[src/rtl/inference_sequencer_pkg.sv]
// Shared types and sizing for the 14x14 binary-image classifier sequencer.
package nnacc_pkg;
  localparam int ROW_W       = 7;
  localparam int NUM_ROWS    = 28;
  localparam int NUM_PIXELS  = ROW_W * NUM_ROWS;
  localparam int NUM_CLASSES = 10;
  localparam int BCD_W       = 4;
  localparam int PIX_IDX_W   = 8;
  localparam int NEURON_W    = 4;
  localparam int CHUNK_W     = 5;

  typedef enum logic [2:0] {
    S_IDLE = 3'd0,
    S_LOAD = 3'd1,
    S_CLR  = 3'd2,
    S_ACC  = 3'd3,
    S_WAIT = 3'd4,
    S_CMP  = 3'd5,
    S_DONE = 3'd6
  } state_t;

  function automatic logic [15:0] sat_inc16(input logic [15:0] v);
    return (v == 16'hFFFF) ? v : v + 16'd1;
  endfunction
endpackage

[src/rtl/inference_sequencer_argmax_tracker.sv]
// Running argmax over neuron scores; strict-greater update so ties keep the lower index.
module argmax_tracker
  import nnacc_pkg::*;
#(
  parameter int ACC_W = 16
) (
  input  logic                    clk,
  input  logic                    rst_n,
  input  logic                    init,
  input  logic                    sample_en,
  input  logic [NEURON_W-1:0]     idx,
  input  logic signed [ACC_W-1:0] val,
  output logic [NEURON_W-1:0]     best_idx,
  output logic signed [ACC_W-1:0] best_val
);
  localparam logic signed [ACC_W-1:0] MOST_NEG = {1'b1, {(ACC_W-1){1'b0}}};

  always_ff @(posedge clk or negedge rst_n) begin
    if (!rst_n) begin
      best_idx <= '0;
      best_val <= '0;
    end else if (init) begin
      best_idx <= '0;
      best_val <= MOST_NEG;
    end else if (sample_en && (val > best_val)) begin
      best_idx <= idx;
      best_val <= val;
    end
  end
endmodule

[src/rtl/inference_sequencer.sv]
// Image loader and MAC sequencer for the 14x14 classifier; emits the winning digit.
// Optional macro SEQ_CYCLE_COUNT_EN enables the per-inference cycle counter.
module inference_sequencer
  import nnacc_pkg::*;
#(
  parameter int ACC_W   = 16,
  parameter int MAC_LAT = 1
) (
  input  logic                    clk,
  input  logic                    rst_n,
  input  logic                    row_valid,
  input  logic [ROW_W-1:0]        row_data,
  input  logic                    abort,
  input  logic signed [ACC_W-1:0] acc_in,
  output logic [NUM_PIXELS-1:0]   image,
  output logic                    mac_clr,
  output logic                    mac_en,
  output logic [PIX_IDX_W-1:0]    mac_pixel_idx,
  output logic [NEURON_W-1:0]     mac_neuron_idx,
  output logic [BCD_W-1:0]        result_digit,
  output logic                    result_valid,
  output logic                    busy,
  output logic [15:0]             cycle_count,
  output state_t                  dbg_state,
  output logic signed [ACC_W-1:0] dbg_best_val
);
  localparam logic [CHUNK_W-1:0]   LAST_CHUNK  = CHUNK_W'(NUM_ROWS - 1);
  localparam logic [PIX_IDX_W-1:0] LAST_PIX    = PIX_IDX_W'(NUM_PIXELS - 1);
  localparam logic [NEURON_W-1:0]  LAST_NEURON = NEURON_W'(NUM_CLASSES - 1);
  localparam logic [7:0]           LAST_WAIT   = 8'(MAC_LAT - 1);

  // Handshake: a chunk transfers on any posedge with row_valid high while the
  // FSM is in IDLE or LOAD; there is no ready, chunks offered elsewhere are dropped.
  state_t               state;
  logic [CHUNK_W-1:0]   chunk_idx;
  logic [7:0]           wait_cnt;
  logic [NEURON_W-1:0]  best_idx;
  logic                 tracker_init;
  logic                 tracker_sample;

  assign tracker_init   = (state == S_LOAD) && row_valid && !abort && (chunk_idx == LAST_CHUNK);
  assign tracker_sample = (state == S_CMP) && !abort;
  assign busy           = (state != S_IDLE);
  assign dbg_state      = state;

  argmax_tracker #(.ACC_W(ACC_W)) u_argmax (
    .clk       (clk),
    .rst_n     (rst_n),
    .init      (tracker_init),
    .sample_en (tracker_sample),
    .idx       (mac_neuron_idx),
    .val       (acc_in),
    .best_idx  (best_idx),
    .best_val  (dbg_best_val)
  );

  always_ff @(posedge clk or negedge rst_n) begin
    if (!rst_n) begin
      state          <= S_IDLE;
      chunk_idx      <= '0;
      wait_cnt       <= '0;
      image          <= '0;
      mac_clr        <= 1'b0;
      mac_en         <= 1'b0;
      mac_pixel_idx  <= '0;
      mac_neuron_idx <= '0;
      result_digit   <= '0;
      result_valid   <= 1'b0;
    end else begin
      mac_clr      <= 1'b0;
      mac_en       <= 1'b0;
      result_valid <= 1'b0;
      if (abort) begin
        // Soft restart keeps the image and last result for the display.
        state          <= S_IDLE;
        chunk_idx      <= '0;
        mac_neuron_idx <= '0;
      end else begin
        case (state)
          S_IDLE: begin
            if (row_valid) begin
              image[ROW_W-1:0] <= row_data;
              chunk_idx        <= CHUNK_W'(1);
              state            <= S_LOAD;
            end
          end
          S_LOAD: begin
            if (row_valid) begin
              for (int c = 1; c < NUM_ROWS; c++) begin
                if (chunk_idx == CHUNK_W'(c)) image[c*ROW_W +: ROW_W] <= row_data;
              end
              if (chunk_idx == LAST_CHUNK) begin
                chunk_idx      <= '0;
                mac_neuron_idx <= '0;
                mac_clr        <= 1'b1;
                state          <= S_CLR;
              end else begin
                chunk_idx <= chunk_idx + CHUNK_W'(1);
              end
            end
          end
          S_CLR: begin
            mac_pixel_idx <= '0;
            mac_en        <= 1'b1;
            state         <= S_ACC;
          end
          S_ACC: begin
            if (mac_pixel_idx == LAST_PIX) begin
              wait_cnt <= '0;
              state    <= S_WAIT;
            end else begin
              mac_en        <= 1'b1;
              mac_pixel_idx <= mac_pixel_idx + PIX_IDX_W'(1);
            end
          end
          S_WAIT: begin
            if (wait_cnt == LAST_WAIT) state <= S_CMP;
            else wait_cnt <= wait_cnt + 8'd1;
          end
          S_CMP: begin
            if (mac_neuron_idx == LAST_NEURON) begin
              state <= S_DONE;
            end else begin
              mac_neuron_idx <= mac_neuron_idx + NEURON_W'(1);
              mac_clr        <= 1'b1;
              state          <= S_CLR;
            end
          end
          S_DONE: begin
            result_digit <= best_idx;
            result_valid <= 1'b1;
            state        <= S_IDLE;
          end
          default: state <= S_IDLE;
        endcase
      end
    end
  end

`ifdef SEQ_CYCLE_COUNT_EN
  logic [15:0] cyc_cnt;

  // The chunk-0 cycle itself counts as 1, so the latched value covers capture through DONE.
  always_ff @(posedge clk or negedge rst_n) begin
    if (!rst_n) begin
      cyc_cnt     <= '0;
      cycle_count <= '0;
    end else begin
      if (state == S_IDLE) begin
        if (row_valid && !abort) cyc_cnt <= 16'd1;
      end else begin
        cyc_cnt <= sat_inc16(cyc_cnt);
      end
      if ((state == S_DONE) && !abort) cycle_count <= sat_inc16(cyc_cnt);
    end
  end
`else
  assign cycle_count = '0;
`endif
endmodule

[config.mk]
export PLATFORM = sky130hd
export DESIGN_NAME = inference_sequencer
export DESIGN_NICKNAME = d
export VERILOG_FILES = /design/src/rtl/inference_sequencer_pkg.sv /design/src/rtl/inference_sequencer_argmax_tracker.sv /design/src/rtl/inference_sequencer.sv
export SDC_FILE = /design/constraint.sdc
export NUM_CORES = 1
export LEC_CHECK = 0
export ABC_AREA = 1
export CORE_MARGIN = 3
export CORE_UTILIZATION = 49
export CTS_CLUSTER_DIAMETER = 150
export CTS_CLUSTER_SIZE = 25
export DETAILED_ROUTE_END_ITERATION = 10
export GPL_TIMING_DRIVEN = 0
export PLACE_DENSITY = 0.81
export SYNTH_ARGS = -nofsm -noshare
export SYNTH_HDL_FRONTEND = slang
export SYNTH_SLANG_ARGS = --single-unit
[constraint.sdc]
create_clock -name clk -period 2.55 [get_ports clk]
set_input_delay 0.3825 -clock clk [delete_from_list [all_inputs] [get_ports clk]]
set_output_delay 0.3825 -clock clk [all_outputs]
set_load 0.005 [all_outputs]
After elaboration in Yosys (flattened, before gate mapping)
Index checks and enable logic that the tools add are counted.

word-level totals
  register bits after elaboration = 251
  output and inout bits = 251
  logic and storage cells = 174
  input bits = 27

operators by class
  add/subtract/negate cells = 4
  reduce and logical (&&, ||, !) cells = 48
  bitwise gates (word level) = 1
  muxes and demuxes = 37
  eq/ne operators = 44
  order comparisons = 1

operator list
  operator                                                                count
  4-bit AND reduction                                                     29
  5-bit equality test (second input constant)                             12
  5-bit by 4-bit equality test with 1-bit output (second input constant)  8
  16-bit 2-to-1 mux                                                       2
  8-bit case mux with 2 select lines                                      2
  4-bit 2-to-1 mux                                                        6
  8-bit 2-to-1 mux                                                        3
  3-bit 2-to-1 mux                                                        7
  5-bit by 3-bit equality test with 1-bit output (second input constant)  4
  5-bit 2-to-1 mux                                                        4
  3-bit case mux with 6 select lines                                      1
  8-bit by 1-bit adder with 8-bit output (second input constant)          2
  16-bit greater-than comparator                                          1
  3-bit != test (second input constant)                                   5
  5-bit by 2-bit equality test with 1-bit output (second input constant)  2
  5-bit case mux with 2 select lines                                      1
  3-bit equality test (second input constant)                             3
  3-bit AND reduction                                                     3
  3-bit nonzero test                                                      3
  8-bit equality test (second input constant)                             1
  8-bit logical NOT                                                       1
  1-bit 2-to-1 mux                                                        8
  4-bit case mux with 2 select lines                                      1
  3-bit by 2-bit equality test with 1-bit output (second input constant)  2
  15 further kinds                                                        24

Longest topological paths before layout
Gate-level depths: netlist of the first run.

  word-level depth = 5
  gate-level depth with buffers = 15
  depth with buffers taken out = 14

Modules after synthesis
A second synthesis of the first run with hierarchy kept.

unflattened totals
  cell total of the unflattened synthesis = 1198
  area, all modules = 11036.8 µm²

modules (own cells, without submodules)
  module               cells an instance  area an instance (µm²)  times used
  inference_sequencer  994                9517.9                  1
  argmax_tracker       204                1519.0                  1

Least setup slack after synthesis of the first run
OpenSTA, ideal clock, no wires.

  path kind = register -> register
  start point = reg u_argmax.best_val[15]
  end point = reg u_argmax.best_idx[0]
  period minus slack after synthesis = 1967 ps
  setup slack = 583 ps
  required time = 2432 ps
  stages on the path, launching flop included = 15
  data arrival time = 1850 ps
  path through = dfrtp_1 inv_1 ha_1 nand2_1 nor2_1 nand2_1 nor2_1 nand2_1 nand3_1 nand2_1 and2_1 buf_2 buf_2 nand3_1 nand2_1

on the way
  word-level cells in the longest chain between the ends = 3

ends and longest elaborated chain
  item                                 RTL line                                  source
  start, declared                      inference_sequencer_argmax_tracker.sv:14  output logic signed [ACC_W-1:0] best_val
  start signal, assigned               inference_sequencer_argmax_tracker.sv:27  best_val <= val;
  16-bit greater-than comparator       inference_sequencer_argmax_tracker.sv:25  end else if (sample_en && (val > best_val)) begin
  1-bit logical AND                    inference_sequencer_argmax_tracker.sv:25
  2-bit nonzero test (no source line)  --
  end signal, assigned                 inference_sequencer_argmax_tracker.sv:26  best_idx <= idx;
  end, declared                        inference_sequencer_argmax_tracker.sv:13  output logic [NEURON_W-1:0] best_idx,

Every way passes these cells.
A chain may end at the register's enable or synchronous reset.

Worst setup path in the final report of the first run
  start point = reg state[2], in the netlist dbg_state[2]
  end point = out busy

on the way
  word-level cells in the longest chain between the ends = 1

ends and longest elaborated chain
  item                    RTL line                   source
  start, declared         inference_sequencer.sv:34  state_t state;
  start signal, assigned  inference_sequencer.sv:59  state <= S_IDLE;
  start signal, assigned  inference_sequencer.sv:75  state <= S_IDLE;
  start signal, assigned  inference_sequencer.sv:84  state <= S_LOAD;
  3-bit nonzero test      inference_sequencer.sv:43  assign busy = (state != S_IDLE);
  end, declared           inference_sequencer.sv:22  output logic busy,

Every way passes these cells.

==> results.md, run 1 <==
* Root Buffer: clkbuf_16
* Max-cap violations at 0
* Reg2reg setup slack at 240 ps
* Fraction of synthesized cell area taken by the top area cell type at 0.600
* Clk_lat worst skew at 490 ps
* Worst Tran Pin Value at 875 ps
* # IOs at 278
* Row Count at 52
* CTS tree: built
* Unrepaired setup endpoints after global routing: false
* Critical path peak fanout at 7
* Hold slack at 201 ps
* WL final at 29.7 mm
* Final setup vio count at 0
* Total die area at 0.0231 mm2
* Final period util at 0.921
* CTS max path bufs at 3
* Worst-path clk slew at 100 ps
* Antenna violation net count after detailed routing at 0
* Mapped Cells at 1,134
* Layout cells sized above 1 at 0.0448
* Largest stage delay on the critical path at 510 ps
* Synth Register Bits at 251
* Grt total ovfl at 0
* Avg Cell Area, Syn at 9.23 um2
* Met2 GRT Util at 0.414
* Seq/Total Area, Yosys at 0.600
* Total setup buffers inserted after CTS at 0
* Initial antenna violation count at 0
* LEAKAGE at 6.37 nW
* Core Region at 0.0206 mm2
* P&R area growth vs syn at 33.3%
* GP Congestion at 0.868
* Met3 usage in global routing at 0.0637
* CTS HTree Levels at 1
* Dpl cell area at 0.0135 mm2
* Reg2reg path depth at 13
* Largest net degree at the start of global routing at 118
* Count leader, synth: nand2_1
* DRC errors left at 0
* YS warnings at 0
* DR pass1 iterations at 6
* Placement Setup Slack at -206 ps
* DR iter-0 viols at 546
* FF-to-FF End: u_argmax.best_idx[1]
* Layer with the highest usage: met2
* Die X-Extent at 152 um
* Outcome: finished clean
* Final Power at 8.93 mW
* TritonCTS buffer count at 14
* Final instance area at 0.0139 mm2
* Leading register cell type out of synthesis: dfrtp_1
* Top post-synthesis cells by count: 318 x nand2_1, 251 x dfrtp_1, 174 x o21ai_0
* Filler cells at 1,582
* PortBufs at 260
* Reg-to-reg startpoint: u_argmax.best_val[15]
* WHS Path Cells at 2
* Vias/cell at 5.23
* Crit. End Element: output pin
* Num Clock Sinks at 251
* Fmax at 426 MHz
* Post-DP HPWL at 21.6 mm
* Number of diodes at 0
* Worst hold endpoint: mac_clr
* Inst Count DP at 1,681
* Yosys top cell by area: dfrtp_1
* Tmin final at 2350 ps
* Max-slew headroom at 0.412
* Crit Path Class: flip-flop to output pin
* CP arrival at 1970 ps
* Final hold vios at 0
* Top cells by area, synth: dfrtp_1 60%, nand2_1 11%, o21ai_0 8.3%
* Routed len/inst at 17.5 um
* Mapped Area at 0.0105 mm2
* Post-synth EDFFs at 0
* Async S/R FF share, synth at 1.00
* Vias in the first global route at 8,755
* Worst Path Required at 2170 ps
* Starting density of the core at 0.507
* Yosys cell types at 36
* Hold Crit Start: abort
* Met1 layer usage reported by global route at 0.342
* Pwr/cell area at 640 mW/mm2
* Crit path launch type: flip-flop
* Nets at 1,481
* Post-route clock skew at 28.1 ps
* Fin cells at 1,699
* Via count at 8,878
* Worst min-delay path category: input pin to flip-flop
* Die Span Y at 152 um
* Critical path's slowest cell: dfrtp_1
* First-pass GRT wire length at 47.9 mm
* Worst VDD drop at 0.438 mV
* Slew Viols, Final at 0
* Crit path cell chain: nor2_1 -> inv_1 -> nor2_1 -> inv_1 -> clkdlybuf4s50_1
* Gr usage total at 0.253
* Setup WS post-layout at 201 ps
## metal layers
layer,vias to the layer above,wire length [um]
met4,0,779
met2,303,14100
met1,4291,12500
li1,4234,-
met5,-,0
met3,50,2310
## flip-flops by register name, summed over array words and instances (netlist names)
signal             count
result_valid           1
u_argmax.best_idx      4
image                196
u_argmax.best_val     16
dbg_state              3
chunk_idx              5
mac_en                 1
mac_pixel_idx          8
result_digit           4
mac_neuron_idx         4
wait_cnt               8
mac_clr                1
## cells by family (layout without fill, tap and decap cells)
group	after synthesis	count (layout)	share of synthesized area
DFF	251	251	0.600
and+or+nand+nor	457	457	0.181
buffers and inverters	151	431	0.0628
muxes	1	1	0.000957
adders and majority gates	26	26	0.0311
other	1	16	0.000358
xor gates and xnor gates	7	7	0.00586
AOI/OAI and AO/OA	240	240	0.117
## cells in the final DEF (no fill, tap or decap), types with 2 or more instances in the layout
| master | Yosys | layout |
|---|---|---|
| clkbuf_1 | 40 | 40 |
| conb_1 | 1 | 16 |
| o22ai_1 | 2 | 2 |
| nor2_4 | 2 | 2 |
| nor2_1 | 39 | 39 |
| nand4_1 | 8 | 8 |
| inv_2 | 3 | 3 |
| buf_6 | 2 | 2 |
| buf_2 | 9 | 8 |
| a21oi_1 | 17 | 17 |
| nor2_2 | 4 | 4 |
| nor3_1 | 10 | 10 |
| or2_2 | 4 | 4 |
| clkbuf_16 | 0 | 15 |
| o31ai_1 | 4 | 4 |
| xor2_1 | 6 | 6 |
| buf_4 | 17 | 17 |
| nand2_1 | 318 | 318 |
| nor4_1 | 2 | 2 |
| inv_1 | 79 | 79 |
| buf_16 | 0 | 2 |
| ha_1 | 26 | 26 |
| clkdlybuf4s50_1 | 0 | 259 |
| o21ai_1 | 38 | 38 |
| o21ai_0 | 174 | 174 |
| nand3_1 | 66 | 66 |
| dfrtp_1 | 251 | 251 |
## power by group
group,leakage [nW],internal (mW),switching [mW]
clock network,0.197,1.09,1.31
logic,2.69,0.943,1.05
registers,3.48,4.29,0.257
total,6.37,6.31,2.61
## repair_timing
item	CTS	global route
hold endpoints to repair	44	0
resized for setup	0	3
hold buffers	1	0
endpoints found under the setup margin	0	7
## critical path, delay by kind of cell (launching register included)
| family | cells | cell delay [ps] |
|---|---|---|
| buf+inv | 3 | 580 |
| flops | 1 | 510 |
| simple gates | 2 | 390 |
## worst max-delay path by stage
| stage | start | end | slack, ps | cells after the start |
|---|---|---|---|---|
| 2_1_floorplan | u_argmax.best_val[15] | u_argmax.best_idx[0] | 580 | 14 |
| 3_3_place_gp | rst_n | image[109] | -9540 | 1 |
| 3_5_place_dp | acc_in[15] | u_argmax.best_idx[1] | -210 | 13 |
| 4_1_cts | dbg_state[2] | busy | 160 | 5 |
| 5_1_grt | u_argmax.best_val[15] | u_argmax.best_val[0] | 10 | 13 |
| 6_report | dbg_state[2] | busy | 200 | 5 |
## layout make-up
cell class,count,area [um2],share of cell area
clock buffer,16,379,0.0272
timing repair buffer,263,2670,0.192
tap,270,338,0.0242
inverter,83,312,0.0223
multi-input combinational,747,3580,0.257
buffer,68,349,0.0250
clock inverter,1,30.0,0.00215
sequential,251,6280,0.451
## through the flow
step                setup TNS (ps)  utilization
floorplan                        0            -
global placement          -2392230        0.653
detailed placement           -3390        0.655
CTS                              0        0.676
global route                     0        0.676
finish                           0        0.676
(Power assumes the default switching activity.)
==> run 2, diff against run 1 <==
--- a/config.mk
+++ b/config.mk
@@ -6,11 +6,12 @@
 export NUM_CORES = 1
 export LEC_CHECK = 0
 export ABC_AREA = 1
-export CORE_MARGIN = 3
+export CORE_MARGIN = 2
 export CORE_UTILIZATION = 49
 export CTS_CLUSTER_DIAMETER = 150
 export CTS_CLUSTER_SIZE = 25
 export DETAILED_ROUTE_END_ITERATION = 10
+export GPL_ROUTABILITY_DRIVEN = 0
 export GPL_TIMING_DRIVEN = 0
 export PLACE_DENSITY = 0.81
 export SYNTH_ARGS = -nofsm -noshare
==> results.md, run 2 (same netlist as run 1, synthesis figures left out) <==
* Final setup vio count at 0 (unchanged)
* Crit path to: busy (unchanged)
* Gr usage total at 0.264 (was 0.253)
* Clk_lat worst skew at 500 ps (was 490 ps)
* Final Power at 8.90 mW (was 8.93 mW)
* Via count at 8,968 (was 8,878)
* CTS max path bufs at 3 (unchanged)
* Final period util at 0.933 (was 0.921)
* Post-route clock skew at 24.5 ps (was 28.1 ps)
* Number of diodes at 0 (unchanged)
* Worst Setup SP: dbg_state[2] (unchanged)
* Antenna violation net count after detailed routing at 0 (unchanged)
* Grt total ovfl at 0 (unchanged)
* Die X-Extent at 150 um (was 152 um)
* Final core utilization at 0.663 (was 0.676)
* Vias/cell at 5.27 (was 5.23)
* Total setup buffers inserted after CTS at 0 (unchanged)
* Final instance area at 0.0139 mm2 (about the same)
* Number of flip-flops under the largest register name at 196 (unchanged)
* First-pass GRT wire length at 46.6 mm (was 47.9 mm)
* TritonCTS buffer count at 14 (unchanged)
* CTS HTree Levels at 1 (unchanged)
* CTS tree: built (unchanged)
* Worst VDD drop at 0.465 mV (was 0.438 mV)
* Fmax at 420 MHz (was 426 MHz)
* Max-slew headroom at 0.409 (was 0.412)
* Worst min-delay path category: input pin to flip-flop (unchanged)
* P&R area growth vs syn at 33.2% (was 33.3%)
* Vias in the first global route at 8,835 (was 8,755)
* WL final at 29.8 mm (was 29.7 mm)
* Initial antenna violation count at 0 (unchanged)
* Core Region at 0.0210 mm2 (was 0.0206 mm2)
* Row Count at 53 (was 52)
* DR pass1 iterations at 5 (was 6)
* Crit Path Class: flip-flop to output pin (unchanged)
* FF-to-FF End: u_argmax.best_idx[1] (unchanged)
* Largest net degree at the start of global routing at 110 (was 118)
* Total die area at 0.0225 mm2 (was 0.0231 mm2)
* Reg2reg path depth at 12 (was 13)
* Die Span Y at 150 um (was 152 um)
* Reg-to-reg startpoint: u_argmax.best_val[15] (unchanged)
* LEAKAGE at 6.36 nW (was 6.37 nW)
* CP arrival at 2000 ps (was 1970 ps)
* Final hold vios at 0 (unchanged)
* Critical path peak fanout at 7 (unchanged)
* Most frequent cells in the layout: 318 x nand2_1, 259 x clkdlybuf4s50_1, 251 x dfrtp_1, 174 x o21ai_0, 79 x inv_1 (unchanged)
* Dpl cell area at 0.0135 mm2 (about the same)
* Tmin final at 2380 ps (was 2350 ps)
* Largest regs: image (196), u_argmax.best_val (16) (unchanged)
* Setup TNS at 0 ps (unchanged)
* Worst-path clk slew at 100 ps (about the same)
* Layout cells sized above 1 at 0.0448 (about the same)
* # IOs at 278 (unchanged)
* Commonest non-fill, non-tap cell in the layout: nand2_1 (unchanged)
* Worst Path Required at 2170 ps (about the same)
* Root Buffer: clkbuf_16 (unchanged)
* PortBufs at 260 (unchanged)
* Outcome: finished clean (unchanged)
* Slew Viols, Final at 0 (unchanged)
* Unrepaired setup endpoints after global routing: false (unchanged)
* Reg2reg setup slack at 320 ps (was 240 ps)
* Biggest register: image (unchanged)
* DRC errors left at 0 (unchanged)
* Max-cap violations at 0 (unchanged)
* Post-DP HPWL at 21.4 mm (was 21.6 mm)
* Num Clock Sinks at 251 (unchanged)
* Starting density of the core at 0.498 (was 0.507)
* Routed len/inst at 17.5 um (about the same)
* Crit path launch type: flip-flop (unchanged)
* Placement Setup Slack at -164 ps (was -206 ps)
* Setup WS post-layout at 170 ps (was 201 ps)
* Worst Tran Pin Value at 879 ps (was 875 ps)
* Nets at 1,480 (was 1,481)
* Crit. End Element: output pin (unchanged)
* Pwr/cell area at 638 mW/mm2 (was 640 mW/mm2)
* DR iter-0 viols at 474 (was 546)
-- run 2: cell count changes in the layout (fill, tap and decap cells not counted) --
| cell | change |
|---|---|
| clkinv_8 | +1 |
| clkbuf_16 | -1 |
| clkbuf_4 | -1 |
| clkbuf_1 | -1 |
| clkbuf_2 | +1 |
-- run 2: where the power goes --
group / switching [mW] / leakage, nW / internal [mW]
logic: 1.05 / 2.69 / 0.933
clock network: 1.33 / 0.192 / 1.03
registers: 0.264 / 3.48 / 4.29
total: 2.64 / 6.36 / 6.25
-- run 2: layout make-up --
| cell class | count | area, um2 |
|---|---|---|
| fillers | 1698 | 7090 |
| repair buffers | 263 | 2670 |
| plain buffers | 67 | 343 |
| clock buffers | 15 | 354 |
| multi-input cells | 747 | 3580 |
| flip-flops and latches | 251 | 6280 |
| clock inverters | 2 | 46.3 |
| well taps | 275 | 344 |
| inverters | 83 | 312 |
-- run 2: repair_timing --
| action | CTS | global route |
|---|---|---|
| resized for setup | 0 | 4 |
| endpoints found under the hold margin | 53 | 0 |
| hold buffers | 1 | 0 |
| setup endpoints to repair | 0 | 7 |
-- run 2: metal layers --
metal / track usage / share of wire / up-vias
met3: 0.0730 / 0.084 / 58
met4: 0.0835 / 0.036 / 0
li1: - / - / 4229
met1: 0.336 / 0.40 / 4375
met2: 0.441 / 0.48 / 306
met5: 0 / 0 / -
-- run 2: worst max-delay path: stages, from the launching register on --
cell and delay (ps):
dfrtp_1 530, nor2_1 200, inv_1 80, nor2_1 190, inv_1 60, clkdlybuf4s50_1 440
-- run 2: worst min path at each step --
stage	from	end	slack, ps	depth (start not counted)
2_1_floorplan	rst_n	chunk_idx[0]	90	0
3_3_place_gp	result_digit[2]	result_digit[2]	450	2
3_5_place_dp	rst_n	image[110]	330	1
4_1_cts	abort	mac_clr	180	2
5_1_grt	abort	mac_clr	220	2
6_report	abort	mac_clr	200	2
-- run 2: per-stage QoR --
stage / std cells / hold slack (ps)
2_1_floorplan: 1149 / 86.9
3_3_place_gp: 1684 / 455
3_5_place_dp: 1686 / 333
4_1_cts: 1704 / 179
5_1_grt: 1703 / 219
6_report: 1703 / 197
